### src/rtl/gcore_pkg.sv
// Shared definitions for the GCore multi-cycle sequencer.
// Provides opcodes, ACC source codes, FSM states and opcode classification.
package gcore_pkg;

    localparam logic [3:0] OP_NOP   = 4'b0000;
    localparam logic [3:0] OP_JUMP  = 4'b0001;
    localparam logic [3:0] OP_SAVE  = 4'b0010;
    localparam logic [3:0] OP_LOAD  = 4'b0011;
    localparam logic [3:0] OP_LOADI = 4'b0100;
    localparam logic [3:0] OP_SLL   = 4'b0101;
    localparam logic [3:0] OP_ADD   = 4'b1000;
    localparam logic [3:0] OP_SUB   = 4'b1001;
    localparam logic [3:0] OP_AND   = 4'b1010;
    localparam logic [3:0] OP_OR    = 4'b1011;
    localparam logic [3:0] OP_XOR   = 4'b1100;
    localparam logic [3:0] OP_SLT   = 4'b1110;
    localparam logic [3:0] OP_BZ    = 4'b1111;

    localparam logic [1:0] DST_MEM = 2'b00;
    localparam logic [1:0] DST_IMM = 2'b01;
    localparam logic [1:0] DST_ALU = 2'b10;
    localparam logic [1:0] DST_SLL = 2'b11;

    localparam logic [2:0] ALU_NONE = 3'b000;

    typedef enum logic [2:0] {
        S_IDLE   = 3'd0,
        S_FETCH  = 3'd1,
        S_DECODE = 3'd2,
        S_MEMRD  = 3'd3,
        S_MEMWR  = 3'd4,
        S_WB     = 3'd5
`ifdef GCORE_TIMEOUT_EN
        ,
        S_FAULT  = 3'd6
`endif
    } state_t;

    typedef enum logic [3:0] {
        C_NOP,
        C_ILL,
        C_JUMP,
        C_BZ,
        C_LOADI,
        C_SLL,
        C_LOAD,
        C_ALU,
        C_SAVE
    } op_class_t;

    function automatic op_class_t op_class(input logic [3:0] op);
        op_class_t c;
        case (op)
            OP_NOP:   c = C_NOP;
            OP_JUMP:  c = C_JUMP;
            OP_SAVE:  c = C_SAVE;
            OP_LOAD:  c = C_LOAD;
            OP_LOADI: c = C_LOADI;
            OP_SLL:   c = C_SLL;
            OP_BZ:    c = C_BZ;
            OP_ADD, OP_SUB, OP_AND,
            OP_OR, OP_XOR, OP_SLT:
                      c = C_ALU;
            default:  c = C_ILL;
        endcase
        return c;
    endfunction

endpackage

### src/rtl/gcore_mem_timeout.sv
// Memory wait watchdog: counts stalled request cycles, flags expiry.
// Used only when GCORE_TIMEOUT_EN is defined.
module gcore_mem_timeout #(
    parameter int unsigned TIMEOUT_CYCLES = 64
) (
    input  logic clk,
    input  logic rst_n,
    input  logic req,
    input  logic ack,
    output logic expired
);

    localparam int unsigned W = $clog2(TIMEOUT_CYCLES + 1);

    logic [W-1:0] cnt;
    logic         stall;

    assign stall   = req && !ack;
    assign expired = stall && (cnt == W'(TIMEOUT_CYCLES - 1));

    // An idle or completed cycle restarts the count for the next request.
    always_ff @(posedge clk or negedge rst_n) begin
        if (!rst_n) begin
            cnt <= '0;
        end else if (stall) begin
            cnt <= cnt + 1'b1;
        end else begin
            cnt <= '0;
        end
    end

endmodule

### src/rtl/gcore_seq_ctrl.sv
// Multi-cycle FETCH/DECODE/MEM/WB sequencer for the GCore accumulator datapath.
// Define GCORE_TIMEOUT_EN to add the memory-wait watchdog and sticky FAULT state.
module gcore_seq_ctrl
    import gcore_pkg::*;
#(
    parameter int unsigned TIMEOUT_CYCLES = 64
) (
    input  logic       clk,
    input  logic       rst_n,
    input  logic       run,
    input  logic [3:0] ir_op,
    input  logic       acc_zero,
    input  logic       mem_ack,
    output logic       mem_req,
    output logic       mem_we,
    output logic       mem_addr_sel,
    output logic       ir_write,
    output logic       mdr_write,
    output logic       pc_inc,
    output logic       pc_load,
    output logic       acc_write,
    output logic [1:0] acc_dst,
    output logic [2:0] alu_op,
    output logic       illegal_op,
    output logic       fault
);

    state_t    state;
    state_t    next;
    state_t    done_st;
    op_class_t cls;

    assign cls     = op_class(ir_op);
    assign done_st = run ? S_FETCH : S_IDLE;

`ifdef GCORE_TIMEOUT_EN
    logic to_expired;

    gcore_mem_timeout #(
        .TIMEOUT_CYCLES(TIMEOUT_CYCLES)
    ) u_timeout (
        .clk    (clk),
        .rst_n  (rst_n),
        .req    (mem_req),
        .ack    (mem_ack),
        .expired(to_expired)
    );
`else
    logic unused_cfg;
    assign unused_cfg = ^TIMEOUT_CYCLES;
`endif

    always_ff @(posedge clk or negedge rst_n) begin
        if (!rst_n) begin
            state <= S_IDLE;
        end else begin
            state <= next;
        end
    end

    always_comb begin
        next         = state;
        mem_req      = 1'b0;
        mem_we       = 1'b0;
        mem_addr_sel = 1'b0;
        ir_write     = 1'b0;
        mdr_write    = 1'b0;
        pc_inc       = 1'b0;
        pc_load      = 1'b0;
        acc_write    = 1'b0;
        acc_dst      = DST_MEM;
        alu_op       = ALU_NONE;
        illegal_op   = 1'b0;
        fault        = 1'b0;

        unique case (state)
            S_IDLE: begin
                if (run) begin
                    next = S_FETCH;
                end
            end

            S_FETCH: begin
                mem_req = 1'b1;
                if (mem_ack) begin
                    ir_write = 1'b1;
                    pc_inc   = 1'b1;
                    next     = S_DECODE;
                end
            end

            S_DECODE: begin
                unique case (cls)
                    C_NOP: next = done_st;
                    C_ILL: begin
                        illegal_op = 1'b1;
                        next       = done_st;
                    end
                    C_JUMP: begin
                        pc_load = 1'b1;
                        next    = done_st;
                    end
                    C_BZ: begin
                        pc_load = acc_zero;
                        next    = done_st;
                    end
                    C_LOADI, C_SLL:  next = S_WB;
                    C_LOAD, C_ALU:   next = S_MEMRD;
                    C_SAVE:          next = S_MEMWR;
                    default:         next = done_st;
                endcase
            end

            S_MEMRD: begin
                mem_req      = 1'b1;
                mem_addr_sel = 1'b1;
                if (mem_ack) begin
                    mdr_write = 1'b1;
                    next      = S_WB;
                end
            end

            S_MEMWR: begin
                mem_req      = 1'b1;
                mem_we       = 1'b1;
                mem_addr_sel = 1'b1;
                if (mem_ack) begin
                    next = done_st;
                end
            end

            S_WB: begin
                acc_write = 1'b1;
                unique case (cls)
                    C_LOADI: acc_dst = DST_IMM;
                    C_SLL:   acc_dst = DST_SLL;
                    C_ALU: begin
                        acc_dst = DST_ALU;
                        alu_op  = ir_op[2:0];
                    end
                    default: acc_dst = DST_MEM;
                endcase
                next = done_st;
            end

`ifdef GCORE_TIMEOUT_EN
            S_FAULT: begin
                fault = 1'b1;
            end
`endif

            default: next = S_IDLE;
        endcase

`ifdef GCORE_TIMEOUT_EN
        // A stalled access overrides any other transition.
        if (to_expired) begin
            next = S_FAULT;
        end
`endif
    end

endmodule

### config.mk
export PLATFORM = sky130hd
export DESIGN_NAME = gcore_seq_ctrl
export DESIGN_NICKNAME = d
export VERILOG_FILES = /design/src/rtl/gcore_pkg.sv /design/src/rtl/gcore_mem_timeout.sv /design/src/rtl/gcore_seq_ctrl.sv
export SDC_FILE = /design/constraint.sdc
export NUM_CORES = 1
export LEC_CHECK = 0
export BUFFER_PORTS_ARGS = -buffer_cell sky130_fd_sc_hd__buf_2
export CAP_MARGIN = 20
export CORE_AREA = 4 4 41 43
export CTS_CLUSTER_DIAMETER = 40
export DETAILED_ROUTE_END_ITERATION = 10
export DIE_AREA = 0 0 45 47
export PLACE_DENSITY_LB_ADDON = 0.08
export RECOVER_POWER = 50
export SETUP_SLACK_MARGIN = 0.05
export SYNTH_ARGS = -nofsm -noshare
export SYNTH_HDL_FRONTEND = slang
export SYNTH_SLANG_ARGS = --single-unit
### constraint.sdc
create_clock -name clk -period 1.04 [get_ports clk]
set_input_delay 0.052 -clock clk [delete_from_list [all_inputs] [get_ports clk]]
set_output_delay 0.052 -clock clk [all_outputs]
set_load 0.01 [all_outputs]
## Yosys cells after proc, flatten, opt, wreduce, memory -nomap -nowiden

Memory sizes are Yosys's and may differ from the RTL's.
Index checks and enable logic that the tools add are counted.

- Multiplexer cells: 22
- Reductions and logical operators: 6
- Equality and inequality tests: 17

Operators with widths:

| operator | number |
|---|---|
| 3-bit two-way mux | 6 |
| 3-bit one-hot mux with 6 select lines | 1 |
| 4-bit by 3-bit == test with 1-bit output (second input constant) | 4 |
| 1-bit two-way mux | 11 |
| 3-bit one-hot mux with 3 select lines | 1 |
| 4-bit by 2-bit == test with 1-bit output (second input constant) | 2 |
| 2-bit != test (second input constant) | 4 |
| 3-bit by 2-bit == test with 1-bit output (second input constant) | 2 |
| 3-bit == test (second input constant) | 2 |
| 2-bit one-hot mux with 3 select lines | 1 |
| 2-bit OR reduction | 3 |
| 4-bit by 1-bit == test with 1-bit output (second input constant) | 1 |
| 4-bit == test (second input constant) | 1 |
| 4-bit AND reduction | 1 |
| 3-bit by 1-bit == test with 1-bit output (second input constant) | 1 |
| 3-bit logical NOT | 1 |
| 3-bit OR reduction | 1 |
| 2-bit two-way mux | 1 |
| 1-bit one-hot mux with 2 select lines | 1 |

- Memory bits (read-only): 64
- Word-level logic and storage cells: 47
- Bits in registers: 3
- Output and inout bits: 15
- Memories kept: 1

Memories:

| name | words | bits a word | rd ports | clocked after Yosys merged registers in | write ports | RTL line | RTL |
|---|---|---|---|---|---|---|---|
| (no name shown) | 16 | 4 | 1 | 0 | 0 | gcore_pkg.sv:53 | `case (op)` |

## Longest topological paths before layout

Gate-level depths: netlist of run 1.
An unclocked memory read counts as a cell.

- Depth in word-level cells: 5
- Gate-level depth with buffers: 5

## Least setup slack after synthesis of run 1

No wires, ideal clock.

- Path type: register to output
- Start point: reg state[1]
- End point: out alu_op[0]
- Cell stages (with the launch flop): 4
- Required time: 988 ps
- Data arrival time: 1105 ps
- Slack: -117 ps
- Cell sequence: dfrtp_1 -> buf_4 -> nand3b_1 -> nor3_1

- Cells in the longest elaborated chain, start to end: 2

Ends and longest elaborated chain:

| element | RTL line | RTL |
|---|---|---|
| start: declaration | gcore_seq_ctrl.sv:28 | `state_t state;` |
| start signal: assignment | gcore_seq_ctrl.sv:57 | `state <= next;` |
| 3-bit == test | gcore_seq_ctrl.sv:76 | `unique case (state)` |
| 3-bit two-way mux | gcore_seq_ctrl.sv:76 |  |
| end: declaration | gcore_seq_ctrl.sv:23 | `output logic [2:0] alu_op,` |

Every way passes these cells.

## Final worst setup path of run 1

- Start point: reg state[0]
- End point: out pc_load

- Cells in the longest elaborated chain, start to end: 2

Ends and longest elaborated chain:

| element | RTL line | RTL |
|---|---|---|
| 3-bit by 2-bit == test with 1-bit output | gcore_seq_ctrl.sv:76 |  |
| 1-bit two-way mux | gcore_seq_ctrl.sv:76 |  |
| end: declaration | gcore_seq_ctrl.sv:20 | `output logic pc_load,` |

Every way passes these cells.

==> impl_summary.md, run 1 <==
Setup path
In this run the critical register-to-register path is launched from state[0]. The capturing point of the worst reg2reg path is state[0]. The length in cells of the worst reg-to-reg path is 4.

Counting both buffers and inverters, the worst setup path holds a total of 2. STA classifies the critical path startpoint as a register. The largest single stage delay on the critical path is approximately 0.44 ns. At the worst endpoint, the required time is about 0.99 ns. STA classifies the critical path endpoint as an output port.

For flop-to-flop paths, the worst setup slack is -0.26 ns. Along the worst path, the maximum fanout reaches 6. The data arrival time of the critical path is between 1 and 1.5 ns. The startpoint-to-endpoint class of the critical path is reg2out.

Walking the worst path, the cells encountered are nor3b_2, buf_4, and3_1, buf_2. Among cell families on the critical path, the largest total delay comes from flip-flops. For this design, the slowest cell found on the critical path is dfrtp_2.

Yosys
During synthesis, Yosys emitted a total of 0 warnings. The count of flip-flops with a built-in enable after synthesis is 0. After synthesis, the share of flip-flops with an asynchronous set or reset is 1.000.

The sequential element share of the synthesized area is 0.1719. The share of synthesized area in the top cell type comes to 0.1719. The most used flip-flop cell after synthesis is dfrtp_1. Sorting the synthesized cells by how often they occur yields nand2_1, a21oi_1, inv_1, nor2_1. The number of instances in the synthesized netlist is 64. Yosys attributes the largest share of cell area to dfrtp_1, buf_4, nand2_1.

The most frequently used cell type in the post-synthesis netlist is nand2_1. The mapped cell area is about 440 µm². Each instance of the synthesized netlist takes up on average 6.823 µm².

The post-synth net total is 73. The cell type contributing the most total cell area after synthesis is dfrtp_1. The unique cell type count in the Yosys netlist is 31.

The synthesized design contains 3 register bits.

GRT
The aggregate global-route resource usage is 0.1368. The wire length of the first global-routing pass is about 2100 µm. The number of antenna violations at the first check in global routing is 0. The number of global-route vias before repair is 516. The remaining global-route overflow is 0. The pin count of the biggest net entering global routing is 10.

Placement
The estimated wirelength of the detail-placed design is approximately 930 µm. The port buffer count is 22. The congestion estimate from routability-driven global placement came to 0.7410. The instance count after placement with tap cells included is approximately 110.

CTS
CTS built an H-tree with a depth of 1. The cell at the root of the clock tree is clkbuf_4. The maximum count of clock buffers along a single path is 2. The number of clock buffers inserted by TritonCTS is 3. The clock-pin slew of the registers on the worst-case setup and hold paths is ~0.040 ns. CTS saw 3 sinks.

TritonCTS built the clock tree. At the later pin of the worst-skew pair, clock insertion delay measures ~0.24 ns.

Hold path
The tightest min-delay check is of the in2async type.

Cells and area
Excluding fillers, the count of instances in the completed layout stands at 120. The largest register by flop count is state. The fill cell total of the finished layout is 120. The area growth from synthesis to layout is 86.53%.

The net count of the finished layout is 115. Of the cells placed in the final design, the portion with a size suffix greater than 1 is 0.6000. The antenna diode instance count is 0.

The register with the most flip-flops in the layout has 3 of them. In the final layout, the registers with the most flip-flops are state: 3 flops.

Timing
The final setup violation count is 17. Setup slack on the critical path of the routed design comes to -0.3274 ns. The period utilization is 1.315. The smallest clock period supported by the final layout is computed as 1.367 ns. For the final database, setup skew stands at 0.009027 ns. Based on the critical path, the design can be clocked at up to around 730 MHz. The final hold violation count is 0.

The number of max-slew violations in the final report is 0. Setup repair after global routing could not meet its margin everywhere.

Floorplanning
From left edge to right edge, the die measures between 40 and 50 µm. In this run the core area contains 13 standard-cell rows. In this run the vertical extent of the chip is 47 µm. The overall die area is 2115 µm².

For this configuration, the core starts out at a cell density of 0.3356. The placeable core region is between 1000 and 1500 µm². Pin placement for this block handled 24 I/O pins.

Power and ir drop
The maximum vdd drop is about 1600 µV. The switching share of total power is 0.3837. The share of total power in sequential cells is 0.155. Of the total power, the clock network draws 0.112. The design draws between 1.5 and 2 mW. Summed over all cells, the static leakage comes to approximately 0.42 nW. In this run the power density over the cells is around 2300 nW/µm².

Cell internal power was estimated by the tool at between 1 and 1.5 mW. The analysis attributes to net switching a power of 719.8 µW. Of the total power, combinational logic draws 0.733.

Routing
The total via count in the routed design is around 600. The post-detailed-route count of antenna-violating nets is 0. The count of routing violations after the opening detailed-route iteration is 6.

The total iterations of the first detailed-routing run is 4. The DRC violation count after routing is 0. For this block, the routed nets add up to 1376 µm of wire.

The number of vias per cell is approximately 5.0. Dividing the detail-routed wire length by the instance count gives 11.47 µm.

Run status
The run finished, with violations left. The checks that failed: setup timing.

Flow run
Max-cap violations in this run came to 0.
logic make-up after synthesis:
family          Yosys count  synth area share
compound gates           15            0.2063
buf+inv                  12            0.1776
flops                     3            0.1719
other cells               1          0.008588
simple gates             33            0.4356
power by group through the flow:
stage | registers [mW] | clock network, mW | logic [mW]
final | 0.291 | 0.210 | 1.37
after global routing | 0.302 | 0.238 | 1.49
after CTS | 0.279 | 0.219 | 1.18
after detailed placement | 0.287 | 0 | 0.912
after global placement | 0.287 | 0 | 0.908
after floorplan | 0.214 | 0 | 0.679
worst max-delay path by stage:
stage | startpoint | endpoint | cells past startpoint
after floorplan | state[1] | alu_op[0] | 3
after global placement | state[1] | state[0] | 4
after detailed placement | state[1] | state[0] | 4
after CTS | state[2] | pc_load | 4
after global routing | state[1] | alu_op[0] | 4
final | state[0] | pc_load | 4
what timing repair did:
item	4_1_cts	5_1_grt
endpoints found under the hold margin	3	0
setup buffers	5	2
gates resized for setup	14	9
pin swaps	8	3
endpoints found under the setup margin	17	17
hold buffers	1	0
final cells by class:
type                            count  area (µm²)  share of cell area
Clock buffer                        4       26.28             0.03226
Inverter                            6       22.52             0.02765
Multi-Input combinational cell     49       351.6              0.4316
Sequential cell                     3       78.83             0.09677
Tap cell                           15       18.77             0.02304
Timing Repair Buffer               43       316.6              0.3886
per-layer routing:
layer  track usage  routed length, µm
met1        0.1822                597
met2        0.2006                692
met3       0.03831                 86
met4       0.07018                  0
met5             0                  0
per-stage QoR:
step	setup TNS, ns	instance area, µm²	setup slack [ns]	util	hold WS [ns]
4_1_cts	-4.000	763.2	-0.3290	0.5865	0.1252
6_report	-4.496	814.5	-0.3274	0.6260	0.1426
2_1_floorplan	-0.4714	462.9	-0.08733	-	-0.2436
3_5_place_dp	-1.774	630.6	-0.1974	0.4846	-0.1502
3_3_place_gp	-1.619	630.6	-0.1769	0.4846	-0.1502
5_1_grt	-5.485	814.5	-0.3891	0.6260	0.1698
layout by cell type, fill, tap and decap left out, types with 3 or more instances in the layout:
master     n
buf_2     17
nor2_1     3
clkbuf_4   3
dfrtp_2    3
nor3_2     3
buf_4     14
a31oi_1    3
a21oi_1    3
buf_6     10
nand2_1    6
inv_1      5
Power figures use the tool's default switching activity.
==> inputs of run 2 (changes only) <==
Settings changed: BUFFER_PORTS_ARGS -buffer_cell sky130_fd_sc_hd__buf_2 to -buffer_cell sky130_fd_sc_hd__buf_4.
==> run 2 against run 1 <==
Compared with the run above: the run still ends with setup timing left; first-iteration DRC count is 17% higher; core utilization is 6.0 points higher; final area up 9.5%; die area is the same; non-clock buffer count is 2 lower; critical path depth unchanged; wire length decreased by 1.4%; worst setup slack gained 0.0045 ns; clock skew decreased by 0.0062 ns; sequential cell count unchanged; critical path type unchanged.
==> impl_summary.md, run 2 (same netlist as run 1, synthesis figures left out) <==
Run status
The final reports fail on setup timing. The flow ran to the end, but the final reports show violations.

Timing
The final setup violation count is 17 (unchanged). The highest clock rate came to 733.8 MHz (+0.33%). The largest clock skew in the final design came to 0.002844 ns (-0.006183 ns). The period utilization came to 1.310 (-0.004363). The post-route worst setup slack is -0.3228 ns (+0.004537 ns). The final hold violation count was 0 (unchanged). The number of max-slew violations in the final report is 0 (unchanged). The minimum clock period is 1.363 ns (-0.004537 ns).

Setup repair after global routing could not meet its margin everywhere.

Placement
The estimated wirelength of the detail-placed design was 945.3 µm (+1.3%). The global placer's final weighted congestion is 0.7432 (+0.30%). The port buffer count is 22 (unchanged). The placed standard-cell area came to 670.6 µm² (+6.3%).

CTS
The deepest level of the CTS H-tree came to 1 (unchanged). TritonCTS built the clock tree. The clock-pin slew of the registers on the worst-case setup and hold paths came to 0.04 ns (about the same). The sink count of the clock tree is 3 (unchanged).

The number of clock buffers inserted by TritonCTS is 3 (unchanged). The maximum count of clock buffers along a single path was 2 (unchanged). The clock latency at the later pin of the worst-skew pair is 0.23 ns (about the same).

CTS placed an instance of clkbuf_4 at the clock tree root.

Routing
The total via count in the routed design is 572 (-4.0%). The detailed-route wire length is 1357 µm (-1.4%). The number of vias per cell is 4.847 (-2.4%). The post-detailed-route count of antenna-violating nets is 0 (unchanged). The total iterations of the first detailed-routing run is 3 (-1). The DRC violation count after routing was 0 (unchanged). The count of routing violations after the opening detailed-route iteration came to 7 (+1). The mean routed wirelength per cell came to 11.50 µm (+0.29%).

Cells and area
The layout net count is 113 (-1.7%). The synthesis-to-finish area growth is 104.3%. The area used by multi-input combinational logic is 386.6 µm² (+10%).

The largest registers in the layout are state: 3 flops. The share of post-route cells with drive strength above 1 was 0.6019 (+0.001942). In the layout the commonest cells are buf_4, buf_6, nand2_1. The largest register by flop count is state.

The antenna diode instance count is 0 (unchanged). The final standard cell utilization of the core is 0.6856 (+0.05961). The flip-flop count of the largest register after layout is 3 (unchanged). The fill cell total of the finished layout is 110 (-8.3%). The flip-flop and latch area came to 78.83 µm² (unchanged). The library cell used most frequently in the layout, excluding fill and tap cells, is buf_4.

The summed area of non-filler cells in the final layout is 892.1 µm² (+9.5%).

Setup path
The worst setup path is captured at an output port. The highest net fanout along the worst path came to 6 (unchanged). The worst setup path is launched from a register. The data arrival time of the critical path came to 1.31 ns (about the same). The startpoint-to-endpoint class of the critical path is reg2out. The worst endpoint required time is 0.99 ns (about the same).

GRT
The pin count of the biggest net entering global routing came to 10 (unchanged). The number of antenna violations at the first check in global routing is 0 (unchanged). The aggregate global-route resource usage was 0.1447 (+0.007905). The number of global-route vias before repair is 554 (+7.4%). The wire length of the first global-routing pass was 2263 µm (+9.0%). The remaining global-route overflow was 0 (unchanged).

Floorplanning
The die width is 45 µm (unchanged). The placeable core region is 1301 µm² (unchanged). The die height is 47 µm (unchanged). The initial core utilization came to 0.3356 (unchanged). The number of placement rows is 13 (unchanged). The number of top-level pins is 24 (unchanged). The overall die area came to 2115 µm² (unchanged).

Hold path
The kind of path behind the tightest hold check is in2async.

Power and ir drop
The overall power of the completed layout was 1.938 mW (+3.3%). The static leakage is 0.4366 nW (+3.5%). The maximum vdd drop is 1760 µV (+9.7%). The areal power density over the cells is 2173 nW/µm² (-5.7%).

Flow run
The count of max-cap constraint violations is 0 (unchanged).
[run 2: cell types whose count changed in the layout (fill, tap and decap cells not counted), sizes merged]
cell  before  now
buf       41   39
[run 2: worst paths after layout]
check | slack (ns) | cells past startpoint | endpoint | start
worst max-delay path | -0.32 | 4 | illegal_op | state[2]
worst min-delay path | 0.16 | 2 | state[0] | rst_n
worst max register to register | -0.21 | 5 | state[0] | state[1]
worst min register to register | 0.69 | 2 | state[1] | state[2]
max in group asynchronous | 0.72 | 2 | state[1] | rst_n
min in group clk | 0.19 | 3 | state[1] | mem_ack
[run 2: routing by layer]
layer  track usage  vias to the layer above  wire, µm
met5             0                        -         0
met4       0.08187                        0         0
met3       0.02682                        0        62
met2        0.2373                       11       698
met1        0.1777                      261       596
li1              -                      300         -
[run 2: through the flow]
step                      hold slack [ns]  setup WS, ns  setup TNS [ns]  cells
after floorplan                   -0.2436      -0.08733         -0.4714     64
after global placement            -0.1582       -0.1804          -1.700    106
after detailed placement          -0.1584       -0.2279          -1.943    106
after CTS                          0.1311       -0.3252          -3.955    118
after global routing               0.1821       -0.3902          -5.128    118
final                              0.1568       -0.3228          -4.017    118
[run 2: where the power goes]
group	switching [mW]	total [mW]	internal, mW	leakage, nW
Combinational	0.595	1.46	0.861	0.388
Clock	0.0589	0.203	0.144	0.0150
Sequential	0.0947	0.279	0.184	0.0336
Total	0.749	1.94	1.19	0.437
[run 2: critical path: stages (launching register included)]
cell	delay [ns]
dfrtp_2	0.45
nor3b_4	0.23
buf_4	0.14
and3_1	0.15
buf_4	0.11
[run 2: cell type report]
class | instances | share of cell area
sequential | 3 | 0.08836
clock buffer | 4 | 0.02945
tap | 15 | 0.02104
inverter | 6 | 0.02525
timing repair buffer | 41 | 0.4025
multi-input combinational | 49 | 0.4334
[run 2: timing repair]
action / 4_1_cts / 5_1_grt
setup buffers: 7 / 0
resized for setup: 18 / 15
endpoints found under the setup margin: 17 / 17
hold buffers: 1 / 0
pin swaps: 11 / 5
hold endpoints to repair: 3 / 0
